[config.mk]
export PLATFORM = sky130hd
export DESIGN_NAME = dice_display_scan
export DESIGN_NICKNAME = d
export VERILOG_FILES = /design/src/rtl/dice_display_scan.sv
export SDC_FILE = /design/constraint.sdc
export NUM_CORES = 1
export LEC_CHECK = 0
export ABC_AREA = 1
export CORE_MARGIN = 1.5
export CORE_UTILIZATION = 45
export DETAILED_ROUTE_END_ITERATION = 10
export PLACE_DENSITY = 0.66
export SKIP_LAST_GASP = 1
export SYNTH_ARGS = -nofsm -noshare
export SYNTH_HDL_FRONTEND = slang
export SYNTH_SLANG_ARGS = --single-unit
[constraint.sdc]
create_clock -name clk -period 2.86 [get_ports clk]
set_clock_uncertainty 0.15 [all_clocks]
set_input_delay 0.429 -clock clk [delete_from_list [all_inputs] [get_ports clk]]
set_output_delay 0.429 -clock clk [all_outputs]
set_load 0.01 [all_outputs]
[src/rtl/dice_display_scan.sv]
// Two-digit 7-segment scan scheduler with dead time, polarity straps and roll chase.
// Optional DISP_BRIGHTNESS_EN adds a bright[2:0] duty control.
module dice_display_scan #(
    parameter int SCAN_DIV = 1024,
    parameter int DEAD_CYC = 16,
    parameter int LZB      = 1
) (
    input  logic       clk,
    input  logic       rst_n,
    input  logic [3:0] digit1,
    input  logic [3:0] digit10,
    input  logic       rolling,
    input  logic       seg_pol,
    input  logic       com_pol,
`ifdef DISP_BRIGHTNESS_EN
    input  logic [2:0] bright,
`endif
    output logic [7:0] seg_out,
    output logic [1:0] com_out,
    output logic [1:0] com_oe
);

    typedef enum logic [1:0] {DEAD1, ONES, DEAD10, TENS} state_t;

    state_t      state, state_nxt;
    logic [15:0] cnt;
    logic [2:0]  chase;
    logic [7:0]  pat_q, pat_nxt;
    logic        load, last, dead_end, active;
    logic [3:0]  dsel;
    logic [2:0]  chase3;
    logic [7:0]  seg_nxt;
    logic [1:0]  com_nxt;

    function automatic logic [7:0] decode(input logic [3:0] d);
        logic [7:0] p;
        unique case (d)
            4'd0:    p = 8'h3F;
            4'd1:    p = 8'h06;
            4'd2:    p = 8'h5B;
            4'd3:    p = 8'h4F;
            4'd4:    p = 8'h66;
            4'd5:    p = 8'h6D;
            4'd6:    p = 8'h7D;
            4'd7:    p = 8'h07;
            4'd8:    p = 8'h7F;
            4'd9:    p = 8'h6F;
            4'd15:   p = 8'h00;
            default: p = 8'h40;
        endcase
        return p;
    endfunction

    assign last     = (cnt == 16'(SCAN_DIV - 1));
    assign dead_end = (cnt == 16'(DEAD_CYC - 1));
    assign chase3   = (chase >= 3'd3) ? chase - 3'd3 : chase + 3'd3;

`ifdef DISP_BRIGHTNESS_EN
    logic [2:0]  bright_q;
    logic [31:0] off, lim;
    assign off    = 32'(cnt) - 32'(DEAD_CYC);
    assign lim    = (32'(SCAN_DIV - DEAD_CYC) * (32'(bright_q) + 32'd1)) >> 3;
    assign active = (off < lim);

    always_ff @(posedge clk or negedge rst_n) begin
        if (!rst_n)    bright_q <= 3'd7;
        else if (load) bright_q <= bright;
    end
`else
    assign active = 1'b1;
`endif

    always_comb begin
        state_nxt = state;
        load      = 1'b0;
        unique case (state)
            DEAD1:  if (dead_end) begin state_nxt = ONES; load = 1'b1; end
            ONES:   if (last) state_nxt = DEAD10;
            DEAD10: if (dead_end) begin state_nxt = TENS; load = 1'b1; end
            TENS:   if (last) state_nxt = DEAD1;
            default: state_nxt = DEAD1;
        endcase
    end

    // Pattern is captured once per phase so mid-phase input changes never show.
    always_comb begin
        dsel    = (state_nxt == ONES) ? digit1 : digit10;
        pat_nxt = decode(dsel);
        if (rolling)
            pat_nxt = 8'h01 << ((state_nxt == ONES) ? chase : chase3);
        else if (state_nxt == TENS && LZB != 0 && digit10 == 4'd0)
            pat_nxt = 8'h00;
    end

    always_comb begin
        com_nxt = {2{~com_pol}};
        seg_nxt = {8{~seg_pol}};
        if ((state == ONES || state == TENS) && active) begin
            seg_nxt = seg_pol ? pat_q : ~pat_q;
            if (state == ONES) com_nxt[0] = com_pol;
            else               com_nxt[1] = com_pol;
        end
    end

    always_ff @(posedge clk or negedge rst_n) begin
        if (!rst_n) begin
            state <= DEAD1;
            cnt   <= 16'd0;
            chase <= 3'd0;
            pat_q <= 8'h00;
        end else begin
            state <= state_nxt;
            cnt   <= last ? 16'd0 : cnt + 16'd1;
            if (load) pat_q <= pat_nxt;
            if (!rolling)
                chase <= 3'd0;
            else if (state == TENS && last)
                chase <= (chase == 3'd5) ? 3'd0 : chase + 3'd1;
        end
    end

    always_ff @(posedge clk or negedge rst_n) begin
        if (!rst_n) begin
            seg_out <= 8'h00;
            com_out <= 2'b00;
            com_oe  <= 2'b00;
        end else begin
            seg_out <= seg_nxt;
            com_out <= com_nxt;
            com_oe  <= 2'b11;
        end
    end

endmodule
==> out/qor.yml, run 1 <==
logic_synthesis:
  synth_seq_cells: 40
  yosys.area.top_type_share_pct: 43.81
  synth-seq-area-share_pct: 43.81
  synthTopCellsByArea: "dfrtp_1 (44%), nand2_1 (8.5%), nor2_1 (6.1%)"
  syn_inst: 275
  yosys.area.top_type: "dfrtp_1"
  synth.net_count: 296
  syn_area_um2: 2285
  yosys_warnings: 0
  syn_area_per_cell_um2: 8.308
  synth.distinct_cells: 36
final_layout:
  final_common_cell: "nand2_1"
  area_growth_pct: 17.69
  antenna_cells: 0
  drive_above_1_share_pct: 8.581
  layout_common_cells: "nand2_1 (52), dfrtp_1 (40), nor2_1 (37), inv_1 (34), clkdlybuf4s50_1 (23)"
  nets: 323
  fin_util_pct: 55.82
placed_design:
  numPortBuffers: 24
  finalWeightedCongestion: 0.8890
  hpwl_um: 3086
  dp_worst_setup_slack_ns: 0.5012
sta:
  max_slew.worst_pin.slew_ns: 0.8723
  period_share_pct: 83.18
  hold_violations: 0
  max_freq_mhz: 420.3
  period_minus_slack_ns: 2.379
  grt_setup_unrepaired: "false"
  slew_viol_final: 0
  hold_ws_ns: 0.1076
  setup_viol: 0
  maxSlewHeadroom_pct: 41.84
  setup_tns_ns: 0
  fin_ws_ns: 0.4810
route:
  via_per_inst: 4.822
  drt_drc_violations_left: 0
  drt_iter0_drc: 69
  routedWlPerCell_um: 11.00
  routed_wl_um: 4071
  via_count: 1784
  drt.antenna.violating_nets: 0
  dr.pass1.iters: 4
clock_tree:
  holdBufCountCts: 0
  htree_levels: 2
  clock_path_buffers: 2
  cts.sinks: 40
  cts_made_buffers: 5
  clock_latency_ns: 0.29
  cts-root-buf: "clkbuf_8"
  cts_tree: "done"
  clkTransAtPathRegs_ns: 0.08
  cts_setup_buffers: 0
  ctsResizeCount: 0
setup_path:
  worst-setup-path-type: "reg2reg"
  startpoint_type: "flop"
  critPathCaptureType: "flop"
  crit_top_cell: "nand2_1"
  crit_fanout: 11
  required_ns: 2.93
  critPathLaunch: "cnt[0]$_DFF_PN0_"
  max_stage_delay_ns: 0.37
  cp_cell_sequence: "ha_1 -> nand3_4 -> nor2_1 -> nand2_1 -> nand2_4 -> nand2_4 -> nand2_1 -> nand2_1 -> ha_1 -> inv_1 -> nand2_1 -> nand2_1 -> nand2_1 -> nand2_1 -> a21oi_1"
  crit_slowest_cell: "dfrtp_1"
  rr_startpoint: "cnt[0]$_DFF_PN0_"
  worst_ep_arrival_time_ns: 2.44
floorplanning:
  core-area_um2: 4817
  row_count: 25
  io-pin-count: 25
  die-area_um2: 5514
  start_util_pct: 47.43
  die_w_um: 74.26
  dieHeight_um: 74.26
power:
  p_leak_nw: 1.332
  irDropWorstVdd_mv: 0.2316
  report.power.total_w: 0.001156
  pwr_density_cell_nw_per_um2: 430.1
outcome:
  status: "completed"
hold_path:
  hp-class: "in2async"
global_route:
  grt_pass1_vias: 1652
  grtUsageTotal_pct: 16.82
  grt_pass1_wl_um: 7196
  gr-total-overflow: 0
  grt_max_degree: 41
  antenna_found_initial: 0
flow_run:
  drv_cap: 0
[where the power goes]
group / total [W] / internal [W] / leakage (nW) / switching, W
sequential: 0.000591 / 0.000583 / 0.504 / 0.00000818
combinational: 0.000115 / 0.0000568 / 0.773 / 0.0000584
clock: 0.000450 / 0.000259 / 0.0552 / 0.000191
[synth_stat cells, drive strengths merged]
cell type   n
nand2      63
dfrtp      40
nor2       39
inv        36
nand3      22
a21oi      13
mux2i       9
ha          8
o21ai       8
xor2        8
nor3        5
clkbuf      3
nand3b      3
and3b       2
buf         2
nand4       2
xnor2       2
a21o        1
a221oi      1
a31oi       1
and2        1
clkinv      1
conb        1
nor4        1
o22ai       1
o31ai       1
o32ai       1
[through the flow]
stage | cell area [um^2] | cells
floorplan | 2285 | 275
global placement | 2581 | 362
detailed placement | 2581 | 362
CTS | 2689 | 370
global route | 2689 | 370
finish | 2689 | 370
[worst max-delay path: cells and delay by family, from the launching register on]
family	cells	cell delay [ns]
and+or+nand+nor	11	1.07
AOI/OAI and AO/OA	1	0.11
adders and majority gates	2	0.54
buffers and inverters	1	0.04
DFF	1	0.37
[area by class of cell]
cell class / instances / area [um^2]
Clock buffer: 6 / 72.57
Fill cell: 452 / 2128
Timing Repair Buffer: 25 / 242.7
Tap cell: 67 / 83.83
Multi-Input combinational cell: 193 / 1115
Sequential cell: 40 / 1001
Inverter: 37 / 138.9
Clock inverter: 2 / 35.03
[per-layer routing]
metal / routed length [um] / track usage, % / share of wire (%) / vias up
li1: - / - / - / 927
met1: 2202 / 25.24 / 54 / 820
met2: 1696 / 24.40 / 42 / 33
met3: 129 / 3.252 / 3.2 / 4
met4: 42 / 5.455 / 1.0 / 0
met5: 0 / 0 / 0 / -
[logic make-up (layout without fill, tap and decap cells)]
logic type	after synthesis	after routing	synth area share, %
adder cells (fa/ha/maj)	8	8	4.381
buffers and inverters	42	70	7.393
AND/OR/NAND/NOR	138	138	29.41
multiplexers	9	9	3.943
AO/OA/AOI/OAI	27	27	7.066
XOR/XNOR	10	10	3.834
flip-flops	40	40	43.81
other	1	1	0.1641
[state kept, by name (all words and copies together) (netlist names)]
name and cells:
chase 3, cnt 16, com_oe 1, com_out 2
pat_q 8, seg_out 8, state 2
[path summary, 6_finish.rpt]
kind | endpoint | slack [ns] | depth (start not counted)
setup / recovery | pat_q[3]$_DFFE_PN0P_ | 0.48 | 15
hold / removal | cnt[12]$_DFF_PN0_ | 0.11 | 1
max in group asynchronous | seg_out[3]$_DFF_PN0_ | 1.90 | 1
min in group clk | cnt[0]$_DFF_PN0_ | 0.31 | 1
setup reg to reg | pat_q[3]$_DFFE_PN0P_ | 0.48 | 15
hold reg to reg | cnt[0]$_DFF_PN0_ | 0.31 | 1
(Power assumes the default switching activity.)
==> inputs of run 2 (changes only) <==
- PLACE_DENSITY: 0.66 -> 0.69
- clock period: 2.86 -> 1.9 ns (I/O delays scaled with it)
==> out/qor.yml, run 2 (synthesized netlist as in run 1, its figures left out) <==
outcome:
  status: "complete, but fails checks"
  violations: "negative setup slack"
setup_path:
  reg2reg_slack_ns: -0.28
  required_ns: 1.97
  critPathCaptureType: "flop"
  worstRegToRegCells: 15
  max_stage_delay_ns: 0.40
  worst_ep_arrival_time_ns: 2.25
  crit_top_cell: "nand2_2"
  startpoint_type: "flop"
  worst-setup-path-type: "reg2reg"
  rr_startpoint: "cnt[0]$_DFF_PN0_"
  crit_fanout: 7
  cp_cell_sequence: "ha_4 -> nand3_4 -> nor2_8 -> nand2_4 -> nand2_4 -> nand2_8 -> nand3b_1 -> nand2_4 -> ha_4 -> inv_2 -> nand2_2 -> nand2_2 -> nand2_2 -> nand2_2 -> a21oi_2"
  crit_slowest_cell: "dfrtp_1"
  timing.rr.end: "pat_q[3]$_DFFE_PN0P_"
  critPathLaunch: "cnt[0]$_DFF_PN0_"
  crit_path_end: "pat_q[3]$_DFFE_PN0P_"
route:
  routed_wl_um: 5127
  routedWlPerCell_um: 12.12
  dr.pass1.iters: 4
  via_per_inst: 4.806
  drt.antenna.violating_nets: 0
  drt_iter0_drc: 92
  via_count: 2033
  drt_drc_violations_left: 0
global_route:
  grtUsageTotal_pct: 19.62
  gr-total-overflow: 0
  grt_pass1_wl_um: 8280
  grt_pass1_vias: 1894
  antenna_found_initial: 0
  grt_max_degree: 41
floorplanning:
  die_w_um: 74.26
  start_util_pct: 47.43
  core-area_um2: 4817
  row_count: 25
  dieHeight_um: 74.26
  io-pin-count: 25
  die-area_um2: 5514
placed_design:
  hpwl_um: 3640
  placed_cell_area_um2: 2964
  finalWeightedCongestion: 0.8310
  numPortBuffers: 24
final_layout:
  nets: 376
  final_common_cell: "buf_4"
  drive_above_1_share_pct: 35.39
  area_growth_pct: 46.28
  largest_reg_flops: 16
  fin_util_pct: 69.38
  fin_area_um2: 3342
  layout_common_cells: "buf_4 (51), dfrtp_1 (40), inv_1 (31), nor2_1 (31), nand2_1 (30)"
  regMostFlops: "cnt"
  antenna_cells: 0
  top_regs: "cnt x16, pat_q x8, seg_out x8"
clock_tree:
  cts-root-buf: "clkbuf_8"
  clock_latency_ns: 0.29
  clock_path_buffers: 2
  clkTransAtPathRegs_ns: 0.08
  htree_levels: 2
  cts_tree: "done"
  cts_made_buffers: 5
  cts.sinks: 40
flow_run:
  drv_cap: 0
sta:
  slew_viol_final: 0
  hold_violations: 0
  grt_setup_unrepaired: "true"
  max_freq_mhz: 459.6
  period_share_pct: 114.5
  setup_viol: 9
  fin_ws_ns: -0.2757
  period_minus_slack_ns: 2.176
power:
  p_leak_nw: 1.660
  irDropWorstVdd_mv: 0.2883
  pwr_density_cell_nw_per_um2: 556.2
hold_path:
  min_from: "pat_q[2]$_DFFE_PN0P_"
  hp-class: "reg2reg"
run 2: cell count changes in the layout (fill, tap and decap cells not counted), moves of 3 or more:
cell     before  now
nand2_1      52   30
buf_4         1   51
inv_2         2    5
inv_1        34   31
nor2_1       37   31
nand2_2       5   20
nor2_2        1    5
ha_1          8    4
nand2_4       6   11
a21oi_2       0    6
a21oi_1      12    6
run 2: power breakdown:
part           internal, W  switching, W  total (W)  leakage [nW]
clock network     0.000463      0.000293   0.000756        0.0645
logic             0.000105      0.000106   0.000212          1.09
registers         0.000878     0.0000135   0.000891         0.504
run 2: worst min path at each step:
stage | to | slack (ns) | cells after the start
5_1_grt | seg_out[0]$_DFF_PN0_ | 0.36 | 1
4_1_cts | seg_out[2]$_DFF_PN0_ | 0.34 | 1
3_3_place_gp | cnt[14]$_DFF_PN0_ | 0.21 | 2
3_5_place_dp | cnt[14]$_DFF_PN0_ | 0.22 | 2
6_report | seg_out[2]$_DFF_PN0_ | 0.34 | 1
2_1_floorplan | chase[0]$_DFFE_PN0P_ | -0.16 | 0
run 2: routing by layer:
| layer | up-vias | track usage, % | part of all wire [%] |
|---|---|---|---|
| met2 | 45 | 30.75 | 47 |
| met5 | - | 0 | 0 |
| met1 | 948 | 26.91 | 48 |
| met4 | 0 | 6.869 | 1.1 |
| li1 | 1034 | - | - |
| met3 | 6 | 4.201 | 3.7 |
run 2: critical path: cells and delay by family, from the launching register on:
kind	cells	cell delay, ns
AND/OR/NAND/NOR	11	0.97
adder cells (fa/ha/maj)	2	0.43
flip-flops	1	0.40
AO/OA/AOI/OAI	1	0.13
buffers and inverters	1	0.03
run 2: final cells by class:
class | instances | area, um^2
Clock buffer | 7 | 96.34
Clock inverter | 1 | 30.03
Fill cell | 384 | 1475
Inverter | 37 | 138.9
Multi-Input combinational cell | 193 | 1341
Sequential cell | 40 | 1001
Tap cell | 67 | 83.83
Timing Repair Buffer | 78 | 650.6
run 2: through the flow:
step           cells  setup slack [ns]  total power (W)  TNS (ns)  hold slack (ns)
6_report         423           -0.2757         0.001859    -1.883           0.3424
5_1_grt          423           -0.3907         0.001933    -3.021           0.3586
4_1_cts          418           -0.2368         0.001857    -1.339           0.3397
3_5_place_dp     407           -0.2282         0.001100    -1.318           0.2179
3_3_place_gp     407           -0.1630         0.001096    -1.005           0.2133
2_1_floorplan    275           -0.1760        0.0009941   -0.6804          -0.1606
run 2: repair_timing:
| item | CTS | global route |
|---|---|---|
| endpoints found under the setup margin | 9 | 11 |
| endpoints found under the hold margin | 40 | 0 |
| hold buffers | 1 | 0 |
| gates cloned | 0 | 0 |
| pin swaps | 9 | 15 |
| buffers inserted | 2 | 5 |
| gates resized for setup | 16 | 38 |
==> inputs of run 3 (changes only) <==
- CORE_UTILIZATION: 45 -> 30
- PLACE_DENSITY: 0.69 -> not set
- RECOVER_POWER: not set -> 25
==> out/qor.yml, run 3 (synthesized netlist as in run 1, its figures left out) <==
sta:
  hold_violations: 0
  fin_ws_ns: -0.1927
  max_slew.worst_pin.slew_ns: 1.073
  setup_tns_ns: -1.218
  period_minus_slack_ns: 2.093
  max_freq_mhz: 477.9
  hold_ws_ns: 0.3488
  grt_setup_unrepaired: "true"
  setup_viol: 9
  period_share_pct: 110.1
  maxSlewHeadroom_pct: 28.47
  slew_viol_final: 0
clock_tree:
  cts-root-buf: "clkbuf_8"
  cts_tree: "done"
  htree_levels: 2
  clock_latency_ns: 0.29
  cts_made_buffers: 5
  cts.sinks: 40
  clock_path_buffers: 2
  clkTransAtPathRegs_ns: 0.08
power:
  irDropWorstVdd_mv: 0.2335
  pwr_density_cell_nw_per_um2: 552.0
  p_leak_nw: 1.600
placed_design:
  numPortBuffers: 24
  finalWeightedCongestion: 0.8286
  placed_cell_area_um2: 3017
  dp_cells: 439
  hpwl_um: 3808
outcome:
  violations: "negative setup slack"
  status: "complete, but fails checks"
floorplanning:
  die_w_um: 90.27
  row_count: 31
  io-pin-count: 25
  start_util_pct: 31.33
  dieHeight_um: 90.27
  core-area_um2: 7292
  die-area_um2: 8148
final_layout:
  fin_area_um2: 3283
  area_growth_pct: 43.70
  layout_common_cells: "buf_4 (53), nand2_1 (43), dfrtp_1 (40), inv_1 (32), nor2_1 (30)"
  antenna_cells: 0
  final_common_cell: "buf_4"
  fin_cells: 456
  fin_util_pct: 45.02
  nets: 377
  top_regs: "cnt x16, pat_q x8, seg_out x8"
  largest_reg_flops: 16
  regMostFlops: "cnt"
  drive_above_1_share_pct: 30.81
global_route:
  grtUsageTotal_pct: 12.90
  grt_pass1_vias: 1969
  gr-total-overflow: 0
  grt_pass1_wl_um: 8556
  grt_max_degree: 23
  antenna_found_initial: 0
setup_path:
  crit_slowest_cell: "dfrtp_1"
  crit_top_cell: "nand2_1"
  critPathLaunch: "cnt[8]$_DFF_PN0_"
  worstRegToRegCells: 17
  cp_cell_sequence: "nand2_1 -> clkinv_1 -> nand2_1 -> nor2_4 -> nand2_2 -> nand2_2 -> nand2_4 -> nand2_4 -> nand2_2 -> nand2_4 -> ha_4 -> inv_1 -> nand2_1 -> nand2_1 -> nand2_1 -> nand2_1 -> a21oi_2"
  worst_ep_arrival_time_ns: 2.18
  max_stage_delay_ns: 0.41
  timing.rr.end: "pat_q[3]$_DFFE_PN0P_"
  worst-setup-path-type: "reg2reg"
  crit_fanout: 6
  reg2reg_slack_ns: -0.19
  path_buf_inv: 2
  rr_startpoint: "cnt[8]$_DFF_PN0_"
  startpoint_type: "flop"
  critPathCaptureType: "flop"
  required_ns: 1.98
  crit_family: "simple AND/OR/NAND/NOR gates"
route:
  drt_drc_violations_left: 0
  dr.pass1.iters: 4
  drt_iter0_drc: 101
  routedWlPerCell_um: 11.02
  via_per_inst: 4.373
  drt.antenna.violating_nets: 0
  via_count: 1994
  routed_wl_um: 5026
hold_path:
  whs_endpoint: "seg_out[2]$_DFF_PN0_"
  hp-class: "reg2reg"
  holdPathStages: 1
  min_from: "pat_q[2]$_DFFE_PN0P_"
flow_run:
  drv_cap: 0
==> run 3: final cells by class <==
class | instances | area [um^2]
Multi-Input combinational cell | 193 | 1249
Clock buffer | 5 | 68.82
Tap cell | 99 | 123.9
Inverter | 37 | 141.4
Sequential cell | 40 | 1001
Clock inverter | 3 | 46.29
Timing Repair Buffer | 79 | 653.1
Fill cell | 748 | 4009
==> run 3: worst max-delay path by stage <==
stage | to | slack [ns] | depth (start not counted)
final | pat_q[3]$_DFFE_PN0P_ | -0.19 | 17
after global routing | pat_q[3]$_DFFE_PN0P_ | -0.33 | 15
after detailed placement | pat_q[3]$_DFFE_PN0P_ | -0.23 | 15
after global placement | pat_q[3]$_DFFE_PN0P_ | -0.21 | 15
after CTS | pat_q[3]$_DFFE_PN0P_ | -0.20 | 15
after floorplan | pat_q[3]$_DFFE_PN0P_ | -0.18 | 17
==> run 3: repair_timing <==
action,4_1_cts,5_1_grt
endpoints found under the setup margin,9,14
buffers inserted,4,4
hold buffers,1,0
pin swaps,6,8
resized for setup,12,16
hold endpoints to repair,18,0
==> run 3: metal layers <==
| layer | GRT usage (%) | wire [um] |
|---|---|---|
| met5 | 0 | 0 |
| met4 | 5.423 | 99 |
| met3 | 2.357 | 212 |
| met2 | 20.33 | 2267 |
| met1 | 17.37 | 2447 |
==> run 3: metrics by stage <==
step	total power, W	worst slack (ns)
2_1_floorplan	0.0009941	-0.1760
3_3_place_gp	0.001104	-0.2083
4_1_cts	0.001830	-0.2024
5_1_grt	0.001890	-0.3295
6_report	0.001812	-0.1927
3_5_place_dp	0.001106	-0.2265
==> run 3: where the power goes <==
group          switching (W)  internal, W
Combinational      0.0000993     0.000106
Clock               0.000321     0.000396
Sequential         0.0000130     0.000877
Total               0.000433      0.00138
